$ cat src/rtl/cellrv32_cpu_wb_queue.sv
// Write-back queue for the GPR file: serialises long-latency results into the single
// register-file write port and keeps a pending-destination scoreboard for hazard detection.
module cellrv32_cpu_wb_queue #(
  parameter int XLEN  = 32,
  parameter int DEPTH = 4,
  parameter int REGS  = 32
) (
  input  logic              clk_i,
  input  logic              rstn_i,
  input  logic              flush_i,
  input  logic              alloc_i,
  input  logic [4:0]        alloc_rd_i,
  input  logic              req_valid_i,
  output logic              req_ready_o,
  input  logic [4:0]        req_rd_i,
  input  logic [XLEN-1:0]   req_data_i,
  output logic              wb_valid_o,
  input  logic              wb_ready_i,
  output logic [4:0]        wb_rd_o,
  output logic [XLEN-1:0]   wb_data_o,
  input  logic [4:0]        rs1_i,
  input  logic [4:0]        rs2_i,
  input  logic [4:0]        rs3_i,
  output logic              hazard_o,
  output logic              alloc_err_o,
  output logic [$clog2(DEPTH):0] level_o
);

  localparam int AW = $clog2(DEPTH);
  localparam int RW = $clog2(REGS);

  logic [XLEN-1:0] data_mem [DEPTH];
  logic [RW-1:0]   rd_mem   [DEPTH];

  logic [AW:0]     wr_ptr_q, wr_ptr_d;
  logic [AW:0]     rd_ptr_q, rd_ptr_d;
  logic [AW:0]     level_q, level_d;
  logic [REGS-1:0] pend_q, pend_d;
  logic            err_q, err_d;

  logic            empty, full, push_en, pop_en, alloc_set;
  logic [RW-1:0]   head_rd, alloc_idx, req_idx;

  assign empty     = (wr_ptr_q == rd_ptr_q);
  assign full      = (wr_ptr_q[AW] != rd_ptr_q[AW]) && (wr_ptr_q[AW-1:0] == rd_ptr_q[AW-1:0]);
  assign head_rd   = rd_mem[rd_ptr_q[AW-1:0]];
  assign alloc_idx = alloc_rd_i[RW-1:0];
  assign req_idx   = req_rd_i[RW-1:0];

  assign req_ready_o = ~full;
  assign wb_valid_o  = ~empty;
  assign wb_rd_o     = empty ? 5'd0 : 5'(head_rd);
  assign wb_data_o   = empty ? '0 : data_mem[rd_ptr_q[AW-1:0]];
  assign level_o     = level_q;
  assign alloc_err_o = err_q;

  // x0 results complete the handshake but are never stored
  assign push_en   = req_valid_i & req_ready_o & ~flush_i & (req_idx != '0);
  assign pop_en    = wb_valid_o & wb_ready_i;
  assign alloc_set = alloc_i & ~flush_i & (alloc_idx != '0);

  assign hazard_o = pend_q[rs1_i[RW-1:0]] | pend_q[rs2_i[RW-1:0]] | pend_q[rs3_i[RW-1:0]]
                  | (alloc_i & pend_q[alloc_idx]);

  always_comb begin
    wr_ptr_d = wr_ptr_q;
    rd_ptr_d = rd_ptr_q;
    level_d  = level_q;
    pend_d   = pend_q;
    err_d    = err_q | (alloc_set & pend_q[alloc_idx]);
    if (flush_i) begin
      wr_ptr_d = '0;
      rd_ptr_d = '0;
      level_d  = '0;
      pend_d   = '0;
    end else begin
      if (push_en) wr_ptr_d = wr_ptr_q + 1'b1;
      if (pop_en)  rd_ptr_d = rd_ptr_q + 1'b1;
      level_d = level_q + (AW+1)'(push_en) - (AW+1)'(pop_en);
      // clear before set so a same-cycle re-allocation keeps the bit
      if (pop_en)    pend_d[head_rd]   = 1'b0;
      if (alloc_set) pend_d[alloc_idx] = 1'b1;
    end
  end

  always_ff @(posedge clk_i or negedge rstn_i) begin
    if (!rstn_i) begin
      wr_ptr_q <= '0;
      rd_ptr_q <= '0;
      level_q  <= '0;
      pend_q   <= '0;
      err_q    <= 1'b0;
    end else begin
      wr_ptr_q <= wr_ptr_d;
      rd_ptr_q <= rd_ptr_d;
      level_q  <= level_d;
      pend_q   <= pend_d;
      err_q    <= err_d;
    end
  end

  always_ff @(posedge clk_i) begin
    if (push_en) begin
      data_mem[wr_ptr_q[AW-1:0]] <= req_data_i;
      rd_mem[wr_ptr_q[AW-1:0]]   <= req_idx;
    end
  end

endmodule
$ cat config.mk
export PLATFORM = sky130hd
export DESIGN_NAME = cellrv32_cpu_wb_queue
export DESIGN_NICKNAME = d
export VERILOG_FILES = /design/src/rtl/cellrv32_cpu_wb_queue.sv
export SDC_FILE = /design/constraint.sdc
export NUM_CORES = 1
export LEC_CHECK = 0
export ABC_AREA = 1
export BUFFER_PORTS_ARGS = -buffer_cell sky130_fd_sc_hd__buf_2
export CAP_MARGIN = 25
export CORE_MARGIN = 2
export CORE_UTILIZATION = 53
export CTS_CLUSTER_SIZE = 40
export DETAILED_ROUTE_END_ITERATION = 8
export MAX_ROUTING_LAYER = met4
export PLACE_DENSITY_LB_ADDON = 0.08
export REMOVE_ABC_BUFFERS = 1
export SYNTH_ARGS = -nofsm -noshare
export SYNTH_HDL_FRONTEND = slang
export SYNTH_SLANG_ARGS = --single-unit
$ cat constraint.sdc
create_clock -name clk_i -period 3.3 [get_ports clk_i]
set_input_delay 0.165 -clock clk_i [delete_from_list [all_inputs] [get_ports clk_i]]
set_output_delay 0.165 -clock clk_i [all_outputs]
set_load 0.05 [all_outputs]
; Word-level counts from Yosys, hierarchy flattened
; Memories as Yosys holds them, arrays and structs flattened.
; Index checks and enable logic that the tools add are counted.
[totals]
register_bits = 42
ram_bits = 148
inputBits = 63
out_inout_bits = 44
memories = 2
[mem_list]
columns = name, depth, word_bits, read_ports, rd_ports_with_merged_regs, write_ports, line_no
row1 = data_mem, 4, 32, 1, 0, 1, 32  ; logic [XLEN-1:0] data_mem [DEPTH];
row2 = rd_mem, 4, 5, 1, 0, 1, 33  ; logic [RW-1:0] rd_mem [DEPTH];
[op_classes]
addsub = 4
order_cmp = 7
n_eq_ne = 3
muxes = 25
bitwise_logic = 18
reduce_logical = 7
[ops]
columns = op, n
row1 = $mux 32, 5
row2 = $and 32x32->32, 1
row3 = $not 32->32, 1
row4 = $or 32x32->32, 1
row5 = $lt 5x6->1 const B, 5
row6 = $bmux 1 s5, 4
row7 = $mux 3, 5
row8 = $demux 1 s5, 2
row9 = $ge 5x1->1 const B, 2
row10 = $reduce_bool 5->1, 2
row11 = $and 1x1->1, 8
row12 = $mux 1, 8
row13 = $add 3x1->3 const B, 2
row14 = $mux 5, 1
row15 = $or 1x1->1, 4
row16 = $reduce_bool 2->1, 2
row17 = $add 3x1->3, 1
row18 = $eq 3x3->1, 1
row19 = $logic_and 1x1->1, 3
row20 = $not 1->1, 3
row21 = $sub 3x1->3, 1
row22 = $eq 2x2->1, 1
row23 = $ne 1x1->1, 1

; Longest topological paths before layout
; Gate-level depths: netlist of the first run.
; An unclocked memory read counts as a cell.
[depth]
word_depth = 12
ltp_mapped = 14
ltp_nobuf = 13

; Least setup slack after synthesis of the first run
; No wires, ideal clock.
[synth_timing]
path_kind = register -> register
startpoint = register rd_ptr_q[0]
endpoint = memory data_mem[0][0] (enable)
setup_ns = 0.431
arrival_ns = 2.651
t_required_ns = 2.869
path_slack_ns = 0.217
path_stages_with_launch = 8
path_buffers = 1
synth_period_minus_slack_ns = 3.083
cell_sequence = dfrtp_1 buf_6 xnor2_1 nand2_1 nor2_1 nor2_2 inv_1 nor2_1
[synth_between]
elab_chain_cells = 8
[synth_rtl]
columns = element, line_no
row1 = start: declaration, 36  ; logic [AW:0] rd_ptr_q, rd_ptr_d;
row2 = start signal: assignment, 95  ; rd_ptr_q <= rd_ptr_d;
row3 = $eq 2x2->1, 45  ; assign full = (wr_ptr_q[AW] != rd_ptr_q[AW]) && (wr_ptr_q[AW-1:0] == rd_ptr_q[AW-1:0]);
row4 = $logic_and 1x1->1, 45
row5 = $not 1->1, 50  ; assign req_ready_o = ~full;
row6 = $and 1x1->1 (3 in a row), 58  ; assign push_en = req_valid_i & req_ready_o & ~flush_i & (req_idx != '0);
row7 = $mux 1, 103  ; if (push_en) begin
row8 = $mux 1 (implied by the code), 104  ; data_mem[wr_ptr_q[AW-1:0]] <= req_data_i;
row9 = end: declaration, 32
; Every way passes these cells.

; Worst setup path in the final report of the first run
[layout_timing]
startpoint = register rd_ptr_q[1]
endpoint = output port wb_rd_o[2]
[layout_between]
elab_chain_cells = 2
[layout_rtl]
columns = element, line_no
row1 = $mem_v2 4x5 or $eq 3x3->1 (tied branches), -
row2 = $mux 5 *, 52  ; assign wb_rd_o = empty ? 5'd0 : 5'(head_rd);
row3 = end: declaration, 19  ; output logic [4:0] wb_rd_o,
; Mark *: on every way between the ends. The rest lies on a longest branch, timed or not.

==> results.md, run 1 <==
- Clock net sink count: 190
- Worst Skew: 0.00649 ns
- Synth area leader: edfxtp_1
- Hold Slack: 0.0458 ns
- Sw Pwr: 2830 uW
- Cell Area, Synth: 9540 sq um
- Mean post-synth cell area: 8.72 sq um
- Clock root buffer: clkbuf_16
- Switching share of power: 39.1%
- Relative slew slack: 44.1%
- Num ports: 107
- CP Cell Sequence: buf_4, inv_1, buf_4, nand3_1, nand2_2, inv_4, nand2_1, inv_1, buf_2
- DRT Pass-1 Iters: 5
- Slew Limit Fails: 0
- Hold Vio Cnt, Final: 0
- First-pass GRT wire length: 37000 um
- Combinational share of power: 33.7%
- Mapped Cells: 1094
- Critical path's slowest cell: buf_4
- Data required, critical path: 3.13 ns
- Primary FF master, synth: edfxtp_1
- Die area: 19100 sq um
- TritonCTS buffer count: 17
- Post_cts resized: 0
- H-tree levels: 4
- Fmax: 385 MHz
- Synth area leaders: edfxtp_1 47%, nand2_1 15%, dfrtp_1 11%
- Max-Cap Viols: 0
- CP Class: flop to output port
- Register area share after synthesis: 57.6%
- # DRC: 0
- Most common cell after layout, fill and taps aside: nand2_1
- Final WL: 22700 um
- Clock Pin Slew Worst Setup and Hold Paths: 0.07 ns
- CP Max Fanout: 39
- Worst path max stage delay: 0.41 ns
- Initial antenna violation count: 0
- Leakage power: 0.00490 uW
- Area occupied by multi-input gates: 3370 sq um
- Starting Density: 53.6%
- Synth unique cells: 37
- Layout cell share with drive strength beyond 1: 15.2%
- Min-Delay Path Class: input pin to flop
- Final setup viols: 0
- Register area: 5500 sq um
- Post-route setup slack: 0.703 ns
- Fin crit share: 78.7%
- Buffers & Inverters on Critical Path: 6
- Core area: 17800 sq um
- Largest net degree at the start of global routing: 76
- Peak VDD IR: 0.000834 V
- RSZ-0062 raised after global routing: no
- Vias: 7625
- Port bufs: 106
- Total setup buffers inserted after CTS: 0
- Final Critical Period: 2.60 ns
- Cts hold-fix bufs: 38
- Fillers: 1493
- Pwr dens: 644 nW/um^2
- Internal Power: 4400 uW
- Deepest clock path buffer count: 2
- Vias per inst: 5.20
- Antenna cells: 0
- Crit path launch type: flop
- DRT antenna net count: 0
- Share of the synthesized area in the top cell type: 46.6%
- GRT Residual Overflow: 0
- Overall routing resource usage: 24.9%
- Sequential share of power: 37.5%
- Pre-CTS setup slack: 0.797 ns
- Cell row count: 49
- Final nets: 1294
- Outcome: finished clean
- Die X: 138 um
- 1st-iter DRT viols: 635
- Wire per inst: 15.5 um
- Layout area overhead: 17.8%
- Clk_lat worst skew: 0.43 ns
- Die Ht: 138 um
- Worst EP arrival: 2.43 ns
- Synth Register Bits: 190
- Clock group share of total power: 28.8%
- Worst setup EP type: output port
- Synth Warn #: 0
- Post-synth EDFFs: 148
- Final HPWL DP: 14500 um
- Commonest non-fill, non-tap cells in the layout: 375 x nand2_1, 148 x edfxtp_1, 108 x inv_1, 106 x buf_2, 92 x nor2_1
- CTS tree: done
- Worst slew pin tran: 0.835 ns
- Share of synthesized registers carrying an async set or reset: 22.1%
- Vias in the first global route: 7061
- Crit-path leading delay family: buffers and inverters
- Final GP Congestion: 0.919
[cells by family after synthesis]
logic type / Yosys count / share of synthesized area, %
AND/OR/NAND/NOR: 568 / 24.6
flip-flops: 190 / 57.6
buffers and inverters: 166 / 7.22
AO/OA/AOI/OAI: 157 / 9.01
adder cells (fa/ha/maj): 8 / 1.13
XOR/XNOR: 5 / 0.459
[tightest hold or removal path, stage by stage]
cell and delay (ns):
buf_2 0.12, nand3_1 0.08, a21oi_1 0.07
[area by class of cell]
cell class	count	area share (%)
clock buffers	19	3.85
clock inverters	13	1.53
inverters	118	3.98
multi-input cells	738	30.0
flip-flops and latches	190	48.9
well taps	229	2.55
repair buffers	158	9.15
[path summary, 6_finish.rpt]
| check | startpoint | to | slack [ns] | cells after the start |
|---|---|---|---|---|
| setup / recovery | rd_ptr_q[1]$_DFFE_PN0P_ | wb_rd_o[2] | 0.70 | 9 |
| hold / removal | alloc_i | pend_q[2]$_DFF_PN0_ | 0.05 | 3 |
| setup reg to reg | wr_ptr_q[0]$_DFFE_PN0P_ | level_o[2]$_DFF_PN0_ | 0.80 | 12 |
| hold reg to reg | alloc_err_o$_DFF_PN0_ | alloc_err_o$_DFF_PN0_ | 0.46 | 1 |
| max in group asynchronous | rstn_i | rd_ptr_q[0]$_DFFE_PN0P_ | 2.78 | 3 |
| min in group asynchronous | rstn_i | pend_q[15]$_DFF_PN0_ | 0.08 | 2 |
[sequential cells by signal, summed over array words and instances, names as in the netlist]
name	cells
data_mem	128
pend_q	32
rd_mem	20
level_o	3
rd_ptr_q	3
wr_ptr_q	3
alloc_err_o	1
[per-stage QoR]
stage / setup TNS (ns) / total power [uW] / std cells / utilization [%] / instance area (sq um)
floorplan: -77.07 / 4500 / 1046 / - / 9290
global placement: 0 / 5160 / 1394 / 57.6 / 10200
detailed placement: 0 / 5180 / 1394 / 57.6 / 10200
CTS: 0 / 7290 / 1464 / 63.1 / 11200
global route: 0 / 7590 / 1465 / 63.2 / 11200
finish: 0 / 7240 / 1465 / 63.2 / 11200
[synthesized netlist by cell type, types with 4 or more instances]
master	number
nand2_1	375
o22ai_1	32
o21ai_0	78
nand3_1	69
dfrtp_1	42
nor2_4	4
a21oi_1	38
nand2_2	4
buf_2	22
clkbuf_1	19
nor2_1	95
inv_2	5
nor3_1	4
nor2_2	9
xnor2_1	4
ha_1	7
inv_1	108
edfxtp_1	148
[power by group through the flow]
stage	Combinational [uW]	Clock, uW	Sequential [uW]
CTS	2450	2120	2710
detailed placement	2410	0	2760
floorplan	1630	0	2870
finish	2440	2080	2710
global route	2650	2230	2720
global placement	2400	0	2760
[per-layer routing]
layer	track usage [%]	vias to the layer above	part of all wire, %
li1	-	3832	-
met4	6.71	0	1.1
met1	34.5	3548	46
met5	-	-	0
met2	38.5	226	47
met3	4.33	19	5.3
Note: power is estimated with default switching activity, not from simulation.
==> run 2, diff against run 1 <==
Settings changed: ABC_AREA 1 to 0, CORE_UTILIZATION 53 to 58.
Clock period 3.3 ns to 2.5 ns, I/O delays scaled along.
==> run 2 against run 1 <==
  * Core utilization grew 8.5 points
  * Critical path type is now input pin to flop
  * Largest power group unchanged
  * Routed wire length fell by 8.2%
  * Power rose by 21%
  * Sequential share of layout area increased by 2.0 points
  * Final cell count decreased by 34%
  * Worst setup slack worse by 0.66 ns
  * Synthesized area is 6.8% lower
==> results.md, run 2 <==
- Fmax: 407 MHz
- R2R setup slack: 0.12 ns (-0.68 ns)
- Combinational share of power: 31.1% (-2.6 points)
- Final instance area: 10800 sq um (-3.7%)
- Worst setup EP type: flop
- First-pass GRT wire length: 32600 um (-12%)
- 1st-iter DRT viols: 383 (-40%)
- R2r startpoint: wr_ptr_q[0]$_DFFE_PN0P_
- Commonest non-fill, non-tap cells in the layout: 148 x edfxtp_1, 102 x buf_2, 46 x mux4_2, 45 x mux2i_1
- H-tree levels: 4 (unchanged)
- Starting Density: 58.9% (+5.2 points)
- Peak VDD IR: 0.000636 V (-24%)
- Share of the synthesized area in the top cell type: 50.0% (+3.4 points)
- Clock root buffer: clkbuf_16
- Synth area leaders: edfxtp_1 50%, dfrtp_1 12%, mux4_2 11%
- Worst Skew: 0.00885 ns (+0.00236 ns)
- Largest net degree at the start of global routing: 44 (-42%)
- Worst EP arrival: 2.75 ns (+0.32 ns)
- Final GP Congestion: 0.963 (+4.7%)
- Port bufs: 106 (unchanged)
- Final WL: 20900 um (-8.2%)
- Register area share after synthesis: 61.9% (+4.2 points)
- CP Max Fanout: 7 (-82%)
- Synth area leader: edfxtp_1
- Relative slew slack: 49.9% (+5.8 points)
- Share of synthesized registers carrying an async set or reset: 22.1% (unchanged)
- Sw Pwr: 3050 uW (+7.7%)
- Pwr dens: 811 nW/um^2 (+26%)
- Antenna cells: 0 (unchanged)
- TritonCTS buffer count: 17 (unchanged)
- Die X: 128 um (-7.5%)
- Hold Vio Cnt, Final: 0 (unchanged)
- CTS tree: done
- Synth Warn #: 0 (unchanged)
- Data required, critical path: 2.80 ns (-0.33 ns)
- Cell Area, Synth: 8880 sq um (-6.8%)
- Vias: 5913 (-22%)
- Register area: 5510 sq um (+0.23%)
- Overall routing resource usage: 27.5% (+2.6 points)
- Wire per inst: 21.7 um (+40%)
- Layout area overhead: 21.8%
- Max-Cap Viols: 0 (unchanged)
- Tot Pwr: 8780 uW (+21%)
- Hold Path End: pend_q[11]$_DFF_PN0_
- Most frequent cell after synthesis: edfxtp_1
- Internal Power: 5730 uW (+30%)
- RR Endpoint: level_o[2]$_DFF_PN0_
- RSZ-0062 raised after global routing: yes
- Clk_lat worst skew: 0.42 ns (about the same)
- Final Non-Filler Cells: 964 (-34%)
- GRT Residual Overflow: 0 (unchanged)
- Crit path launch type: input pin
- Final setup viols: 0 (unchanged)
- Deepest clock path buffer count: 2 (unchanged)
- HP Start: alloc_i
- Synth Register Bits: 190 (unchanged)
- Num ports: 107 (unchanged)
- Switching share of power: 34.8% (-4.4 points)
- Clock Pin Slew Worst Setup and Hold Paths: 0.07 ns (about the same)
- Core area: 15100 sq um (-15%)
- Final HPWL DP: 13400 um (-7.7%)
- Outcome: finished clean
- Cells after DPL: 886 (-36%)
- Fin crit share: 98.2%
- Area occupied by multi-input gates: 3280 sq um (-2.7%)
- Min-Delay Path Class: input pin to flop
- Fillers: 1027 (-31%)
- Post-synth EDFFs: 148 (unchanged)
- Vias per inst: 6.13 (+18%)
- Initial antenna violation count: 0 (unchanged)
- CP Class: input pin to flop
- DRT antenna net count: 0 (unchanged)
- Layout cell share with drive strength beyond 1: 31.1% (+16 points)
- Clock group share of total power: 28.1% (-0.7 points)
- Post-synth top cells: 148 x edfxtp_1, 47 x mux2i_1, 45 x mux4_2
- Primary FF master, synth: edfxtp_1
- Worst slew pin tran: 0.750 ns (-0.0850 ns)
- Leakage power: 0.00404 uW (-18%)
- Die area: 16300 sq um (-14%)
- Hold path depth: 3 (unchanged)
- Mapped Cells: 608 (-44%)
- Synth unique cells: 50 (+35%)
- Final Critical Period: 2.45 ns
- Final nets: 836 (-35%)
- Most common cell after layout, fill and taps aside: edfxtp_1
- Max FFs per register: 128 (unchanged)
- # DRC: 0 (unchanged)
- Cell row count: 45 (-8.2%)
- Post-route setup slack: 0.0457 ns (-0.657 ns)
- Post-DP Area: 9690 sq um (-5.3%)
- Hold Slack: 0.0631 ns (+0.0174 ns)
- Mean post-synth cell area: 14.6 sq um (+68%)
- Worst r2r path cells: 13 (+1)
- Vias in the first global route: 6129 (-13%)
- Pre-CTS setup slack: 0.0290 ns (-0.767 ns)
- Clock net sink count: 190 (unchanged)
- Sequential share of power: 40.8% (+3.3 points)
- Slew Limit Fails: 0 (unchanged)
- DRT Pass-1 Iters: 5 (unchanged)
- Die Ht: 128 um (-7.5%)
[run 2: cell count changes in the layout (fill, tap and decap cells not counted), sizes merged, moves of 9 or more]
| cell | previous run | this run |
|---|---|---|
| nand2 | 380 | 38 |
| inv | 121 | 16 |
| nor2 | 108 | 24 |
| nand3 | 71 | 16 |
| mux2i | 0 | 47 |
| mux4 | 0 | 47 |
| o21ai | 80 | 36 |
| and2 | 0 | 43 |
| o22ai | 32 | 1 |
| nor2b | 0 | 20 |
| buf | 120 | 132 |
| nand2b | 0 | 9 |
[run 2: metal layers]
layer	share of wire, %	wire [um]	track usage [%]	vias up
met5	0	0	-	-
met4	2.7	572	10.7	0
met3	5.7	1200	5.22	44
met2	50	10500	43.8	233
met1	41	8640	35.6	2994
li1	-	-	-	2642
[run 2: layout make-up]
| class | count | area share, % |
|---|---|---|
| Clock buffer | 19 | 4.00 |
| Clock inverter | 11 | 0.971 |
| Inverter | 10 | 0.347 |
| Multi-Input combinational cell | 376 | 30.3 |
| Sequential cell | 190 | 50.9 |
| Tap cell | 188 | 2.17 |
| Timing Repair Buffer | 170 | 11.3 |
[run 2: logic make-up (layout without fill, tap and decap cells)]
group,count (synthesis),count (layout),synth area share [%]
flip-flops,190,190,61.9
AND/OR/NAND/NOR,174,174,10.7
multiplexers,96,96,17.5
AO/OA/AOI/OAI,91,91,5.87
buffers and inverters,42,210,2.10
adder cells (fa/ha/maj),8,8,1.21
XOR/XNOR,7,7,0.690
[run 2: how the worst max path moves through the flow]
stage | startpoint | endpoint | slack, ns | cells after the start
CTS | pend_q[2]$_DFF_PN0_ | hazard_o | 0.005 | 6
global placement | wr_ptr_q[1]$_DFFE_PN0P_ | level_o[2]$_DFF_PN0_ | 0.07 | 13
global route | wr_ptr_q[1]$_DFFE_PN0P_ | level_o[2]$_DFF_PN0_ | -0.05 | 13
floorplan | rd_ptr_q[0]$_DFFE_PN0P_ | data_mem[3][0]$_DFFE_PP_ | -2.03 | 5
detailed placement | wr_ptr_q[1]$_DFFE_PN0P_ | level_o[2]$_DFF_PN0_ | 0.03 | 13
finish | req_rd_i[1] | level_o[2]$_DFF_PN0_ | 0.05 | 14
[run 2: repair_timing]
item | 4_1_cts | 5_1_grt
resized for setup | 10 | 24
hold buffers | 38 | 0
endpoints found under the hold margin | 190 | 0
setup endpoints to repair | 18 | 11
gates cloned | 0 | 0
setup buffers | 9 | 1
pin swaps | 2 | 7
[run 2: worst max-delay path, cell delays in order]
cell	delay [ns]
dlygate4sd3_1	0.55
buf_6	0.13
or4_1	0.51
nor2_2	0.17
nor4bb_2	0.06
buf_4	0.16
inv_2	0.04
ha_1	0.21
inv_1	0.06
ha_1	0.13
inv_1	0.05
fa_1	0.37
xnor2_1	0.14
nor2_1	0.05
[run 2: power by group through the flow]
stage / Sequential, uW / Clock [uW] / Combinational, uW
after floorplan: 3810 / 0 / 1740
after global placement: 3630 / 0 / 2640
after detailed placement: 3640 / 0 / 2640
after CTS: 3580 / 2500 / 2730
after global routing: 3590 / 2620 / 2900
final: 3580 / 2470 / 2730
[run 2: per-stage QoR]
stage,TNS (ns),util [%]
6_report,0,71.7
3_5_place_dp,0,64.2
3_3_place_gp,0,64.2
2_1_floorplan,-361.27,-
5_1_grt,-0.0604,71.7
4_1_cts,0,71.0
